===== src/rtl/updown_ctrl_pkg.sv =====
// Shared definitions for the up/down counter arbiter slice.
package updown_ctrl_pkg;

    // Encoding of req_up: 1 asks for an increment, 0 for a decrement.
    localparam logic DIR_UP   = 1'b1;
    localparam logic DIR_DOWN = 1'b0;

    // Width of a requester index / round-robin pointer for n requesters.
    function automatic int ptr_width(input int n);
        return (n <= 1) ? 1 : $clog2(n);
    endfunction

endpackage


===== src/rtl/rr_arbiter.sv =====
// Round-robin arbiter: owns the rotating priority pointer and the last-grant index.
module rr_arbiter
    import updown_ctrl_pkg::*;
#(
    parameter int NREQ = 4,
    parameter int PW   = ptr_width(NREQ)
) (
    input  logic            clock,
    input  logic            reset,
    input  logic [NREQ-1:0] req,
    input  logic            advance,
    output logic [NREQ-1:0] grant,
    output logic [PW-1:0]   grant_idx
);

    logic [PW-1:0] ptr;
    logic [PW-1:0] win_idx;
    logic          found;
    logic [PW:0]   slot;

    // Walk the request vector from the pointer upward with wrap-around; first hit wins.
    always_comb begin
        grant   = '0;
        win_idx = '0;
        found   = 1'b0;
        slot    = '0;
        for (int k = 0; k < NREQ; k++) begin
            slot = {1'b0, ptr} + (PW+1)'(k);
            if (slot >= (PW+1)'(NREQ)) begin
                slot = slot - (PW+1)'(NREQ);
            end
            if (!found && req[slot[PW-1:0]]) begin
                found                = 1'b1;
                win_idx              = slot[PW-1:0];
                grant[slot[PW-1:0]]  = 1'b1;
            end
        end
    end

    // On a completed transfer, remember the winner and hand priority to its neighbour.
    always_ff @(posedge clock) begin
        if (reset) begin
            ptr       <= '0;
            grant_idx <= '0;
        end else if (advance && found) begin
            grant_idx <= win_idx;
            if (win_idx == PW'(NREQ - 1)) begin
                ptr <= '0;
            end else begin
                ptr <= win_idx + 1'b1;
            end
        end
    end

endmodule


===== src/rtl/updown_counter_arbiter.sv =====
// Bounded up/down counter shared by NREQ requesters through a round-robin arbiter.
module updown_counter_arbiter
    import updown_ctrl_pkg::*;
#(
    parameter int NREQ  = 4,
    parameter int W     = 8,
    parameter int LIMIT = 100
) (
    input  logic                       clock,
    input  logic                       reset,
    input  logic                       clear,
    input  logic [NREQ-1:0]            req_valid,
    input  logic [NREQ-1:0]            req_up,
    output logic [NREQ-1:0]            req_ready,
    output logic [W-1:0]               count,
    output logic                       at_zero,
    output logic                       at_limit,
    output logic [ptr_width(NREQ)-1:0] grant_idx
);

    localparam int PW = ptr_width(NREQ);

    if (NREQ < 2 || NREQ > 16) begin : g_bad_nreq
        $error("updown_counter_arbiter: NREQ must be in 2..16");
    end
    if (LIMIT <= 0 || 64'(LIMIT) >= (64'(1) << W)) begin : g_bad_limit
        $error("updown_counter_arbiter: LIMIT must satisfy 0 < LIMIT < 2**W");
    end

    logic [NREQ-1:0] legal;
    logic [NREQ-1:0] arb_req;
    logic            transfer;
    logic            win_dir;

    assign at_zero  = (count == '0);
    assign at_limit = (count == W'(LIMIT));

    // A request is legal only if its step keeps the count inside [0, LIMIT]; reset and clear mask everything.
    always_comb begin
        legal   = req_valid
                & ~(req_up  & {NREQ{at_limit}})
                & ~(~req_up & {NREQ{at_zero}});
        arb_req = (reset || clear) ? '0 : legal;
    end

    rr_arbiter #(
        .NREQ (NREQ),
        .PW   (PW)
    ) u_arb (
        .clock     (clock),
        .reset     (reset),
        .req       (arb_req),
        .advance   (transfer),
        .grant     (req_ready),
        .grant_idx (grant_idx)
    );

    // The grant is one-hot, so the winner's direction is the OR of its masked up bit.
    always_comb begin
        transfer = |(req_valid & req_ready);
        win_dir  = |(req_ready & req_up);
    end

    // Count register: reset and clear zero it, otherwise step by one on a transfer.
    always_ff @(posedge clock) begin
        if (reset || clear) begin
            count <= '0;
        end else if (transfer) begin
            if (win_dir == DIR_UP) begin
                count <= count + 1'b1;
            end else begin
                count <= count - 1'b1;
            end
        end
    end

`ifdef FORMAL
    a_count_range : assert property (@(posedge clock) count <= W'(LIMIT));
    a_grant_onehot : assert property (@(posedge clock) $onehot0(req_ready));
    a_count_step : assert property (@(posedge clock) disable iff (reset)
        !clear |=> (count == $past(count) || count == $past(count) + 1'b1 || count == $past(count) - 1'b1));
`endif

endmodule

===== config.mk =====
export PLATFORM = sky130hd
export DESIGN_NAME = updown_counter_arbiter
export DESIGN_NICKNAME = d
export VERILOG_FILES = /design/src/rtl/updown_ctrl_pkg.sv /design/src/rtl/rr_arbiter.sv /design/src/rtl/updown_counter_arbiter.sv
export SDC_FILE = /design/constraint.sdc
export NUM_CORES = 1
export LEC_CHECK = 0
export ABC_AREA = 0
export BUFFER_PORTS_ARGS = -buffer_cell sky130_fd_sc_hd__buf_2
export CORE_ASPECT_RATIO = 0.9
export CORE_MARGIN = 10
export CORE_UTILIZATION = 56
export DETAILED_ROUTE_END_ITERATION = 12
export HOLD_SLACK_MARGIN = 0.15
export PLACE_DENSITY_LB_ADDON = 0.12
export SLEW_MARGIN = 15
export SYNTH_ARGS = -nofsm -noshare
export SYNTH_HDL_FRONTEND = slang
export SYNTH_SLANG_ARGS = --single-unit
export TNS_END_PERCENT = 50

===== constraint.sdc =====
create_clock -name clock -period 8.6 [get_ports clock]
set_clock_uncertainty 0.15 [all_clocks]
set_input_delay 2.58 -clock clock [delete_from_list [all_inputs] [get_ports clock]]
set_output_delay 2.58 -clock clock [all_outputs]
set_load 0.01 [all_outputs]

## Word-level counts from Yosys, hierarchy flattened

Cells that the tools add are included.

- Register bits: 12
- Latch bits: 0
- Memory bits (writable): 0
- Bits in read-only memories: 0
- Bits of input ports: 11
- Output and inout port bits: 16
- Memories kept: 0

- $add $sub $neg: 10
- Multipliers: 0
- Divide/modulo/power cells: 0
- Order comparisons: 12
- Equal/unequal tests: 2
- Shifts and indexed selects: 0
- Muxes and demuxes: 35
- Bitwise gates (word level): 12
- Reductions and logical operators: 15

Operators by type and width:

| kind | count |
|---|---|
| $and A4 B4 Y4 | 6 |
| $mux W4 | 5 |
| $mux W2 | 9 |
| $lt A2 B3 Y1 const B | 4 |
| $mux W1 | 12 |
| $not A4 Y4 | 3 |
| $or A4 B4 Y4 | 3 |
| $ge A3 B3 Y1 const B | 3 |
| $add A8 B1 Y8 const B | 1 |
| $bmux W1 S2 | 4 |
| $demux W1 S2 | 4 |
| $eq A8 B7 Y1 const B | 1 |
| $ge A2 B1 Y1 const B | 4 |
| $logic_and A1 B1 Y1 | 8 |
| $logic_not A8 Y1 | 1 |
| $mux W8 | 1 |
| $reduce_or A4 Y1 | 2 |
| $sub A2 B1 Y2 const B | 4 |
| $sub A8 B1 Y8 const B | 1 |
| $add A2 B2 Y3 const B | 2 |
| $add A2 B1 Y3 const B | 1 |
| $ge A2 B3 Y1 const B | 1 |
| $logic_not A1 Y1 | 3 |
| $add A2 B1 Y2 const B | 1 |
| other kinds (2) | 2 |

## Longest topological paths before layout

Gate-level depths: netlist of the first run.

- Word-level depth: 21
- Mapped depth: 22

## Modules after synthesis

From an unflattened synthesis of the first run, not the netlist that was laid out.

- Cell total of the unflattened synthesis: 171
- Area total of the unflattened synthesis: 1412.6 um2

Modules (own cells, without submodules):

| module | times used | cells an instance | area an instance (um2) |
|---|---|---|---|
| updown_counter_arbiter | 1 | 97 | 753.2 |
| rr_arbiter | 1 | 74 | 659.4 |

## Worst setup path before layout of the first run

OpenSTA, ideal clock, no wires.

- Path type: input to output
- Start: input req_up[0]
- End: output req_ready[0]
- Data arrival time: 4883 ps
- Data required time: 5870 ps
- Slack: 987 ps
- Stages: 7
- Path buffers: 1
- Cell sequence: or4_2 a211oi_1 or3_1 mux4_2 clkbuf_1 nor3b_1 a21o_1

- Longest elaborated chain between the ends: 17
- Elaborated cells between the ends (all ways): 32
- Classes of those cells: mux (16); bitwise (10); reduce/logical (6)

RTL lines:

| element | line | text |
|---|---|---|
| from (decl) | updown_counter_arbiter.sv:13 | `input logic [NREQ-1:0] req_up,` |
| $and A4 B4 Y4 / $not A4 Y4 (equally long branches) | updown_counter_arbiter.sv:41, updown_counter_arbiter.sv:42 |  |
| $not A4 Y4 / $and A4 B4 Y4 (equally long branches) | updown_counter_arbiter.sv:41, updown_counter_arbiter.sv:42 |  |
| $and A4 B4 Y4 / $not A4 Y4 (equally long branches) | updown_counter_arbiter.sv:41, updown_counter_arbiter.sv:42 |  |
| $and A4 B4 Y4 * | updown_counter_arbiter.sv:42 | `& ~(~req_up & {NREQ{at_zero}});` |
| $mux W4 * | updown_counter_arbiter.sv:43 | `arb_req = (reset \|\| clear) ? '0 : legal;` |
| $bmux W1 S2 | rr_arbiter.sv:32 | `if (!found && req[slot[PW-1:0]]) begin` |
| $mux W1 (implied by the code) | rr_arbiter.sv:32 |  |
| $mux W1 | rr_arbiter.sv:32 |  |
| $logic_not A1 Y1 | rr_arbiter.sv:32 |  |
| $logic_and A1 B1 Y1 | rr_arbiter.sv:32 |  |
| $mux W1 | rr_arbiter.sv:32 |  |
| $logic_not A1 Y1 | rr_arbiter.sv:32 |  |
| $logic_and A1 B1 Y1 | rr_arbiter.sv:32 |  |
| $mux W1 | rr_arbiter.sv:32 |  |
| $logic_not A1 Y1 | rr_arbiter.sv:32 |  |
| $logic_and A1 B1 Y1 | rr_arbiter.sv:32 |  |
| $mux W4 * | rr_arbiter.sv:32 |  |
| to (decl) | updown_counter_arbiter.sv:14 | `output logic [NREQ-1:0] req_ready,` |

Mark *: on every way between the ends. The rest lies on a longest branch, timed or not. The select of a mux whose other input is x is not followed.

## Worst setup path in the final report of the first run

- Start: input req_up[0]
- End: output req_ready[1]

The elaborated chain is that of the path after synthesis.

==> results of run 1 <==
[layout make-up]
type	instances	area [um2]	area share (%)
Inverter	14	52.55	3.160
Multi-Input combinational cell	151	1169	70.28
Clock buffer	4	36.28	2.182
Sequential cell	12	240.2	14.45
Tap cell	28	35.03	2.107
Timing Repair Buffer	26	130.1	7.825
[stage by stage]
stage / power, mW / setup slack, ns / hold slack, ns
floorplan: 0.5457 / 0.9875 / 0.3779
global placement: 0.6244 / 0.7578 / 0.3273
detailed placement: 0.6479 / 0.6589 / 0.3347
CTS: 0.7004 / 0.6451 / 0.3561
global route: 0.7659 / 0.4013 / 0.3975
finish: 0.7016 / 0.6109 / 0.3488
[cells by family (layout without fill, tap and decap cells)]
| group | after synthesis | in the layout | synth area share, % |
|---|---|---|---|
| flops | 12 | 12 | 15.78 |
| buf+inv | 24 | 44 | 7.477 |
| mux | 14 | 14 | 12.49 |
| simple gates | 65 | 65 | 21.69 |
| xor+xnor | 7 | 7 | 4.026 |
| compound gates | 50 | 50 | 25.72 |
| fa+ha+maj | 15 | 15 | 12.82 |
[cells in the final DEF (no fill, tap or decap), types with 2 or more instances in the layout]
cell type,synthesis,final
sky130_fd_sc_hd__mux2i_1,10,10
sky130_fd_sc_hd__mux4_2,4,4
sky130_fd_sc_hd__nor2_1,21,21
sky130_fd_sc_hd__nand4_1,4,4
sky130_fd_sc_hd__or2_2,2,2
sky130_fd_sc_hd__nor3_1,4,4
sky130_fd_sc_hd__xnor2_1,6,6
sky130_fd_sc_hd__clkbuf_4,0,3
sky130_fd_sc_hd__a21oi_1,7,7
sky130_fd_sc_hd__or4_1,2,2
sky130_fd_sc_hd__nand3_1,10,10
sky130_fd_sc_hd__o21bai_1,2,2
sky130_fd_sc_hd__o32ai_1,2,2
sky130_fd_sc_hd__inv_1,14,14
sky130_fd_sc_hd__a211oi_1,5,5
sky130_fd_sc_hd__buf_2,1,26
sky130_fd_sc_hd__a22oi_1,5,5
sky130_fd_sc_hd__a2111o_1,2,2
sky130_fd_sc_hd__nand2b_1,2,2
sky130_fd_sc_hd__dfxtp_1,12,12
sky130_fd_sc_hd__o2111ai_1,2,2
sky130_fd_sc_hd__o21ai_0,5,5
sky130_fd_sc_hd__a31oi_1,5,5
sky130_fd_sc_hd__ha_1,14,14
sky130_fd_sc_hd__a211o_1,2,2
sky130_fd_sc_hd__or4_4,2,2
sky130_fd_sc_hd__or3_1,2,2
sky130_fd_sc_hd__a21oi_2,2,2
sky130_fd_sc_hd__a21o_1,5,5
sky130_fd_sc_hd__nand2_1,11,11
[layer usage]
| metal | routed length [um] | track usage, % | part of all wire [%] |
|---|---|---|---|
| met1 | 1808 | 19.66 | 45 |
| met4 | 31 | 5.208 | 0.77 |
| met5 | 0 | 0 | 0 |
| met3 | 450 | 4.137 | 11 |
| met2 | 1732 | 22.68 | 43 |
[worst min-delay path, cell delays in order (launching register included)]
cell	delay, ns
sky130_fd_sc_hd__dfxtp_1	0.33
sky130_fd_sc_hd__mux2i_1	0.06
sky130_fd_sc_hd__nor2_1	0.08
[power groups by stage]
stage          clock (mW)  sequential, mW  combinational [mW]
6_report           0.0485           0.117               0.536
5_1_grt            0.0532           0.122               0.591
4_1_cts            0.0506           0.116               0.534
3_5_place_dp            0           0.117               0.531
3_3_place_gp            0           0.114               0.510
2_1_floorplan           0           0.100               0.446
[path summary, 6_finish.rpt]
check	start	endpoint	slack, ns	depth (start not counted)
max reg2reg	count[5]$_SDFFE_PP0P_	count[7]$_SDFFE_PP0P_	3.11	20
min	u_arb.grant_idx[0]$_SDFFE_PP0P_	u_arb.grant_idx[0]$_SDFFE_PP0P_	0.35	2
max	req_up[0]	req_ready[1]	0.61	9
min reg2reg	u_arb.grant_idx[0]$_SDFFE_PP0P_	u_arb.grant_idx[0]$_SDFFE_PP0P_	0.35	2
[flip-flops by register name, summed over array words and instances, names as in the netlist]
signal           flops
count                8
u_arb.grant_idx      2
u_arb.ptr            2
==> Implementation_results.wiki, run 1 <==
{| class="wikitable"
! Metric !! Value
|-
| CP max stage delay || 0.53 ns
|-
| Max_cap viols || 0
|-
| Core area || 2531 um2
|-
| Total routing resource utilization after global routing || between 10% and 20%
|-
| Area of the mapped netlist || 1523 um2
|-
| Largest fanout on the critical path || 5
|-
| Final antenna-violating net count || 0
|-
| Nets in the synthesized netlist || about 210
|-
| Path class of the lowest-slack min-delay path || flop to flop
|-
| Sequential element share of the synthesized area || 15.78%
|-
| Final Max Slew Viols || 0
|-
| Share of Yosys cell area claimed by the top area cell type || 15.78%
|-
| Number of diodes added for antenna fixing || 0
|-
| Hold buffers post-CTS || 0
|-
| Final count of negative-setup-slack endpoints || 0
|-
| RSZ-0062 raised after global routing || false
|-
| Crit path kind || primary input to output pin
|-
| Final Hold Vio Count || 0
|-
| Initial Util || roughly three fifths
|-
| Total leakage power || 0.7374 nW
|-
| Worst ir drop on vdd || just over 0.3 mV
|-
| Number of vias per cell after detailed routing || 6.379
|-
| Cell with the largest stage delay on the worst path || sky130_fd_sc_hd__or4_2
|-
| Slew of the pin with the lowest slew margin || ~0.9 ns
|-
| Data required time of the worst path || 5.87 ns
|-
| Final Critical Period || 7.989 ns
|-
| Clock transition at path regs || 0.08 ns
|-
| Result of the run || completed
|-
| Largest net degree at the start of global routing || 18
|-
| Share of total power in sequential cells || 16.7%
|-
| Vias after detailed routing || 1499
|-
| Share of the core filled with cells in the final layout || 65.69%
|-
| Type of element capturing the critical path || output pin
|-
| Number of antenna violations at the first check in global routing || 0
|-
| Setup crit start kind || primary input
|-
| Synthesized instance count || around 190
|-
| Post-CTS setup repair buffer count || 0
|-
| Max-slew headroom at the worst pin || 38.07%
|-
| Share of cells above drive strength 1 || 21.74%
|-
| Commonest register cell after synthesis || sky130_fd_sc_hd__dfxtp_1
|-
| Net count reported at finish || ~230
|-
| Synthesis-to-finish area growth || 9.203%
|-
| DR WL/cell || 17.11 um
|-
| Final RePlAce weighted congestion || ~0.91
|-
| Commonest cells post-synth || sky130_fd_sc_hd__nor2_1 (21), sky130_fd_sc_hd__ha_1 (14), sky130_fd_sc_hd__inv_1 (14), sky130_fd_sc_hd__dfxtp_1 (12), sky130_fd_sc_hd__nand2_1 (11)
|-
| Placement-stage cell area || 1627 um2
|-
| Async set-reset flop share out of synthesis || 0%
|-
| Number of H-tree levels || 1
|-
| Count of routing violations after the opening detailed-route iteration || 73
|-
| Library cell used as clock root buffer || sky130_fd_sc_hd__clkbuf_4
|-
| Switching pwr || 359.9 uW
|-
| Switching share of power || between 50% and 60%
|-
| Leftover overflow at the end of global routing || 0
|-
| Finished Cell Area || 1663 um2
|-
| Die outline area || approximately 5200 um2
|-
| Synth warnings || 0
|-
| Chip Width || around 75 um
|-
| Number of flip-flops and latches in the synthesized netlist || 12
|-
| Number of detailed-route iterations in the first pass || 4
|-
| Clock latency reported for the late side of the worst-skew pair || slightly below 0.3 ns
|-
| CTS buffer count || 3
|-
| Std cell rows || 17
|-
| CTS tree || yes
|-
| Combinational group share of total power || between 70% and 80%
|-
| Layout filler cell count || ~230
|-
| Number of port buffers || 26
|-
| Number of synthesized flops with an enable pin || 0
|-
| Post-synthesis cell type count || between 40 and 50
|-
| Category of cells accounting for the largest share of critical-path delay || simple AND/OR/NAND/NOR gates
|-
| Highest attainable clock frequency || 0.1252 GHz
|-
| Routed Wire Length || 4022 um
|-
| Dominant cell by count in the synthesized netlist || sky130_fd_sc_hd__nor2_1
|-
| Period utilisation layout || 92.90%
|-
| Post-CTS resize count || 0
|-
| Sink Count || 12
|-
| DRC errors left || 0
|-
| Arrival @ worst endpoint || between 5 and 6 ns
|-
| Biggest area contributors in the synthesized netlist || sky130_fd_sc_hd__dfxtp_1 (16%), sky130_fd_sc_hd__ha_1 (12%), sky130_fd_sc_hd__mux2i_1 (6.6%), sky130_fd_sc_hd__mux4_2 (5.9%), sky130_fd_sc_hd__nor2_1 (5.2%)
|-
| Cell-by-cell trace of the critical path || buf_2, or4_2, a211oi_1, o2111ai_1, mux4_2, nor3b_1, nand2_1, nand2_1, buf_2
|-
| Number of top-level pins || 27
|-
| Total power divided by cell area || 421.9 nW/um2
|-
| Final total negative setup slack || 0 ns
|-
| HPWL Detailed || 3124 um
|-
| Part of the power in the clock network || 6.9%
|-
| Wire length of the first global-routing pass || between 6000 and 7000 um
|-
| Max clock buf depth || 2
|-
| Number of global-route vias before repair || 1405
|-
| Vert. Die Dim || 69.47 um
|-
| Cell Int Power || roughly 340 uW
|-
| Cell taking the most area after synthesis || sky130_fd_sc_hd__dfxtp_1
|-
| Non-filler cells, final || 235
|-
| Cell count after placement || 231
|-
| WP buf/inv || 2
|-
| Syn Area/Cell || around 8.1 um2
|}
(Power assumes the default switching activity.)
==> run 2, diff against run 1 <==
--- a/config.mk
+++ b/config.mk
@@ -9,12 +9,13 @@
 export BUFFER_PORTS_ARGS = -buffer_cell sky130_fd_sc_hd__buf_2
 export CORE_ASPECT_RATIO = 0.9
 export CORE_MARGIN = 10
-export CORE_UTILIZATION = 56
+export CORE_UTILIZATION = 55
 export DETAILED_ROUTE_END_ITERATION = 12
 export HOLD_SLACK_MARGIN = 0.15
 export PLACE_DENSITY_LB_ADDON = 0.12
 export SLEW_MARGIN = 15
 export SYNTH_ARGS = -nofsm -noshare
 export SYNTH_HDL_FRONTEND = slang
+export SYNTH_HIERARCHICAL = 1
 export SYNTH_SLANG_ARGS = --single-unit
 export TNS_END_PERCENT = 50
==> Implementation_results.wiki, run 2 <==
{| class="wikitable"
! Metric !! Value
|-
| Result of the run || completed
|-
| Number of flip-flops and latches in the synthesized netlist || 12 (unchanged)
|-
| Nets in the synthesized netlist || 195 (-8.5%)
|-
| Share of Yosys cell area claimed by the top area cell type || 17.01% (+1.2 points)
|-
| Data required time of the worst path || 5.87 ns (about the same)
|-
| Biggest register || count
|-
| Cell Int Power || 169.1 uW (-51%)
|-
| Vert. Die Dim || 68.08 um (-2.0%)
|-
| Finished Cell Area || 1584 um2 (-4.7%)
|-
| Number of H-tree levels || 1 (unchanged)
|-
| Type of element capturing the critical path || output pin
|-
| Synthesized instance count || 171 (-8.6%)
|-
| Number of synthesized flops with an enable pin || 0 (unchanged)
|-
| DRC errors left || 0 (unchanged)
|-
| Share of total power in sequential cells || 23.2% (+6.5 points)
|-
| Switching share of power || 47.58% (-3.7 points)
|-
| Net count reported at finish || 222 (-5.1%)
|-
| Slew of the pin with the lowest slew margin || 0.5736 ns (-0.3526 ns)
|-
| Post-CTS resize count || 0 (unchanged)
|-
| Max-slew headroom at the worst pin || 61.71% (+24 points)
|-
| Wire length of the first global-routing pass || 6492 um (+0.74%)
|-
| Number of top-level pins || 27 (unchanged)
|-
| Highest-count cells in the layout ignoring fill and taps || sky130_fd_sc_hd__buf_2 (26), sky130_fd_sc_hd__nor2_1 (23), sky130_fd_sc_hd__nand2_1 (14), sky130_fd_sc_hd__ha_1 (12), sky130_fd_sc_hd__dfxtp_1 (12)
|-
| Leftover overflow at the end of global routing || 0 (unchanged)
|-
| Part of the power in the clock network || 14.7% (+7.8 points)
|-
| Arrival @ worst endpoint || 4.99 ns (-0.27 ns)
|-
| Post-CTS setup repair buffer count || 0 (unchanged)
|-
| Path class of the lowest-slack min-delay path || flop to flop
|-
| Commonest cells post-synth || sky130_fd_sc_hd__nor2_1 (23), sky130_fd_sc_hd__nand2_1 (14), sky130_fd_sc_hd__dfxtp_1 (12), sky130_fd_sc_hd__ha_1 (12), sky130_fd_sc_hd__nand3_1 (9)
|-
| Largest registers in the final layout || count x8, u_arb/grant_idx x2, u_arb/ptr x1
|-
| Number of global-route vias before repair || 1403 (-0.14%)
|-
| Count of routing violations after the opening detailed-route iteration || 142 (+95%)
|-
| Commonest non-fill, non-tap cell in the layout || sky130_fd_sc_hd__buf_2
|-
| Routed Wire Length || 3903 um (-3.0%)
|-
| Library cell used as clock root buffer || sky130_fd_sc_hd__clkbuf_4
|-
| Syn Area/Cell || 8.261 um2 (+1.4%)
|-
| Crit path kind || primary input to output pin
|-
| Area of the mapped netlist || 1413 um2 (-7.2%)
|-
| Share of the core filled with cells in the final layout || 64.76% (-0.94 points)
|-
| Post-synthesis cell type count || 52 (+18%)
|-
| Share of cells above drive strength 1 || 25.38% (+3.6 points)
|-
| Largest net degree at the start of global routing || 15 (-3)
|-
| Final count of negative-setup-slack endpoints || 0 (unchanged)
|-
| Highest attainable clock frequency || 0.1295 GHz (+3.4%)
|-
| Max clock buf depth || 2 (unchanged)
|-
| Worst Hold Path Cells || 2 (unchanged)
|-
| Period utilisation layout || 89.82% (-3.1 points)
|-
| Die outline area || 4998 um2 (-4.0%)
|-
| Vias after detailed routing || 1459 (-2.7%)
|-
| Worst ir drop on vdd || 0.1405 mV (-55%)
|-
| CTS buffer count || 3 (unchanged)
|-
| Initial Util || 57.75% (-2.4 points)
|-
| Placement-stage cell area || 1548 um2 (-4.8%)
|-
| Worst min-delay path startpoint || u_arb/grant_idx[1]$_SDFFE_PP0P_
|-
| Clock latency reported for the late side of the worst-skew pair || 0.29 ns (about the same)
|-
| Biggest area contributors in the synthesized netlist || sky130_fd_sc_hd__dfxtp_1 (17%), sky130_fd_sc_hd__ha_1 (11%), sky130_fd_sc_hd__nor2_1 (6.1%), sky130_fd_sc_hd__a22oi_1 (4.3%), sky130_fd_sc_hd__a211oi_1 (3.7%)
|-
| Final Max Slew Viols || 0 (unchanged)
|-
| Layout filler cell count || 218 (-6.4%)
|-
| HPWL Detailed || 3034 um (-2.9%)
|-
| Final RePlAce weighted congestion || 0.8483 (-6.7%)
|-
| DR WL/cell || 17.35 um (+1.4%)
|-
| Sink Count || 12 (unchanged)
|-
| Total leakage power || 0.6607 nW (-10%)
|-
| Clock transition at path regs || 0.08 ns (about the same)
|-
| Number of port buffers || 26 (unchanged)
|-
| Sequential element share of the synthesized area || 17.01% (+1.2 points)
|-
| Hold-critical path endpoint || u_arb/grant_idx[1]$_SDFFE_PP0P_
|-
| Setup slack of the most critical reg-to-reg path || 3.48 ns (+0.37 ns)
|-
| Number of vias per cell after detailed routing || 6.484 (+1.7%)
|-
| Async set-reset flop share out of synthesis || 0% (unchanged)
|-
| Path depth of the worst reg2reg path || 19 (-5.0%)
|-
| Std cell rows || 17 (unchanged)
|-
| Max_cap viols || 0 (unchanged)
|-
| Max FFs per register || 8 (unchanged)
|-
| Core area || 2446 um2 (-3.4%)
|-
| Final antenna-violating net count || 0 (unchanged)
|-
| Final Critical Period || 7.725 ns (-0.2646 ns)
|-
| Number of antenna violations at the first check in global routing || 0 (unchanged)
|-
| Setup crit start kind || primary input
|-
| RSZ-0062 raised after global routing || false
|-
| Total power divided by cell area || 203.6 nW/um2 (-52%)
|-
| Cell taking the most area after synthesis || sky130_fd_sc_hd__dfxtp_1
|-
| Critical register-to-register path startpoint || count[0]$_SDFFE_PN0P_
|-
| Dominant cell by count in the synthesized netlist || sky130_fd_sc_hd__nor2_1
|-
| CTS tree || yes
|-
| Synth warnings || 6 (+6)
|-
| Hold buffers post-CTS || 0 (unchanged)
|-
| Number of diodes added for antenna fixing || 0 (unchanged)
|-
| Number of detailed-route iterations in the first pass || 4 (unchanged)
|-
| Largest fanout on the critical path || 10 (+5)
|-
| Total routing resource utilization after global routing || 15.58% (+0.54 points)
|-
| Final Hold Vio Count || 0 (unchanged)
|-
| Switching pwr || 153.5 uW (-57%)
|-
| Worst reg2reg path endpoint || count[7]$_SDFFE_PN0P_
|-
| Commonest register cell after synthesis || sky130_fd_sc_hd__dfxtp_1
|-
| Synthesis-to-finish area growth || 12.13%
|-
| Chip Width || 73.42 um (-2.1%)
|-
| Final total negative setup slack || 0 ns (unchanged)
|-
| Combinational group share of total power || 62.2% (-14 points)
|-
| Post-route worst hold slack || 0.3467 ns (-0.002118 ns)
|}
==> run 2: cell count changes after synthesis, sizes merged, moves of 3 or more <==
| cell | delta |
|---|---|
| a221o | +4 |
| nand4 | -3 |
| a31oi | -4 |
| clkbuf | -5 |
| xnor2 | -3 |
| o21a | +3 |
| mux2i | -7 |
| a21o | -4 |
| inv | -6 |
| nand2 | +3 |
| a22oi | +3 |
| buf | +3 |
==> run 2: cell type report <==
cell class / instances / area [um2] / share of cell area [%]
Inverter: 8 / 30.03 / 1.896
Clock buffer: 4 / 36.28 / 2.291
Timing Repair Buffer: 30 / 160.2 / 10.11
Multi-Input combinational cell: 143 / 1082 / 68.33
Tap cell: 28 / 35.03 / 2.212
Sequential cell: 12 / 240.2 / 15.17
==> run 2: logic make-up (layout without fill, tap and decap cells) <==
family	Yosys count	after routing	synth area share, %
AND/OR/NAND/NOR	68	68	24.27
multiplexers	7	7	7.972
XOR/XNOR	3	3	1.860
adder cells (fa/ha/maj)	13	13	12.05
buffers and inverters	16	42	6.377
AO/OA/AOI/OAI	52	52	30.47
flip-flops	12	12	17.01
==> run 2: worst max path at each step <==
stage	to	slack, ns	start	cells past startpoint
after CTS	req_ready[1]	0.92	reset	11
final	req_ready[3]	0.88	reset	11
after global routing	req_ready[0]	0.68	reset	11
after floorplan	req_ready[2]	1.37	clear	8
after global placement	req_ready[3]	1.05	reset	11
after detailed placement	req_ready[1]	0.94	reset	11
==> run 2: power by group through the flow <==
stage          clock network [mW]  registers [mW]  logic, mW
3_3_place_gp                    0          0.0749      0.190
4_1_cts                    0.0479          0.0744      0.199
5_1_grt                    0.0510          0.0758      0.223
3_5_place_dp                    0          0.0756      0.197
6_report                   0.0473          0.0747      0.201
2_1_floorplan                   0          0.0748      0.151
==> run 2: layer usage <==
layer  GRT usage (%)  up-vias  share of wire (%)  wire length [um]
met3           5.925        7                8.8               343
met5               0        -                  0                 0
met4           3.023        0               0.69                27
li1                -      702                  -                 -
met2           25.00       44                 46              1780
met1           19.62      706                 45              1752
==> run 2: stage by stage <==
| stage | setup slack (ns) | power (mW) | instances |
|---|---|---|---|
| 2_1_floorplan | 1.374 | 0.2260 | 171 |
| 3_3_place_gp | 1.054 | 0.2648 | 221 |
| 3_5_place_dp | 0.9353 | 0.2726 | 221 |
| 4_1_cts | 0.9221 | 0.3210 | 225 |
| 5_1_grt | 0.6772 | 0.3502 | 225 |
| 6_report | 0.8755 | 0.3225 | 225 |
==> run 2: critical path: stages <==
cell,delay (ns)
sky130_fd_sc_hd__buf_2,0.14
sky130_fd_sc_hd__nor2_1,0.43
sky130_fd_sc_hd__nand2_1,0.10
sky130_fd_sc_hd__a211oi_1,0.19
sky130_fd_sc_hd__buf_4,0.20
sky130_fd_sc_hd__and3b_2,0.18
sky130_fd_sc_hd__a21oi_1,0.04
sky130_fd_sc_hd__o32a_2,0.31
sky130_fd_sc_hd__o21ai_0,0.39
sky130_fd_sc_hd__a221o_1,0.28
sky130_fd_sc_hd__buf_2,0.15
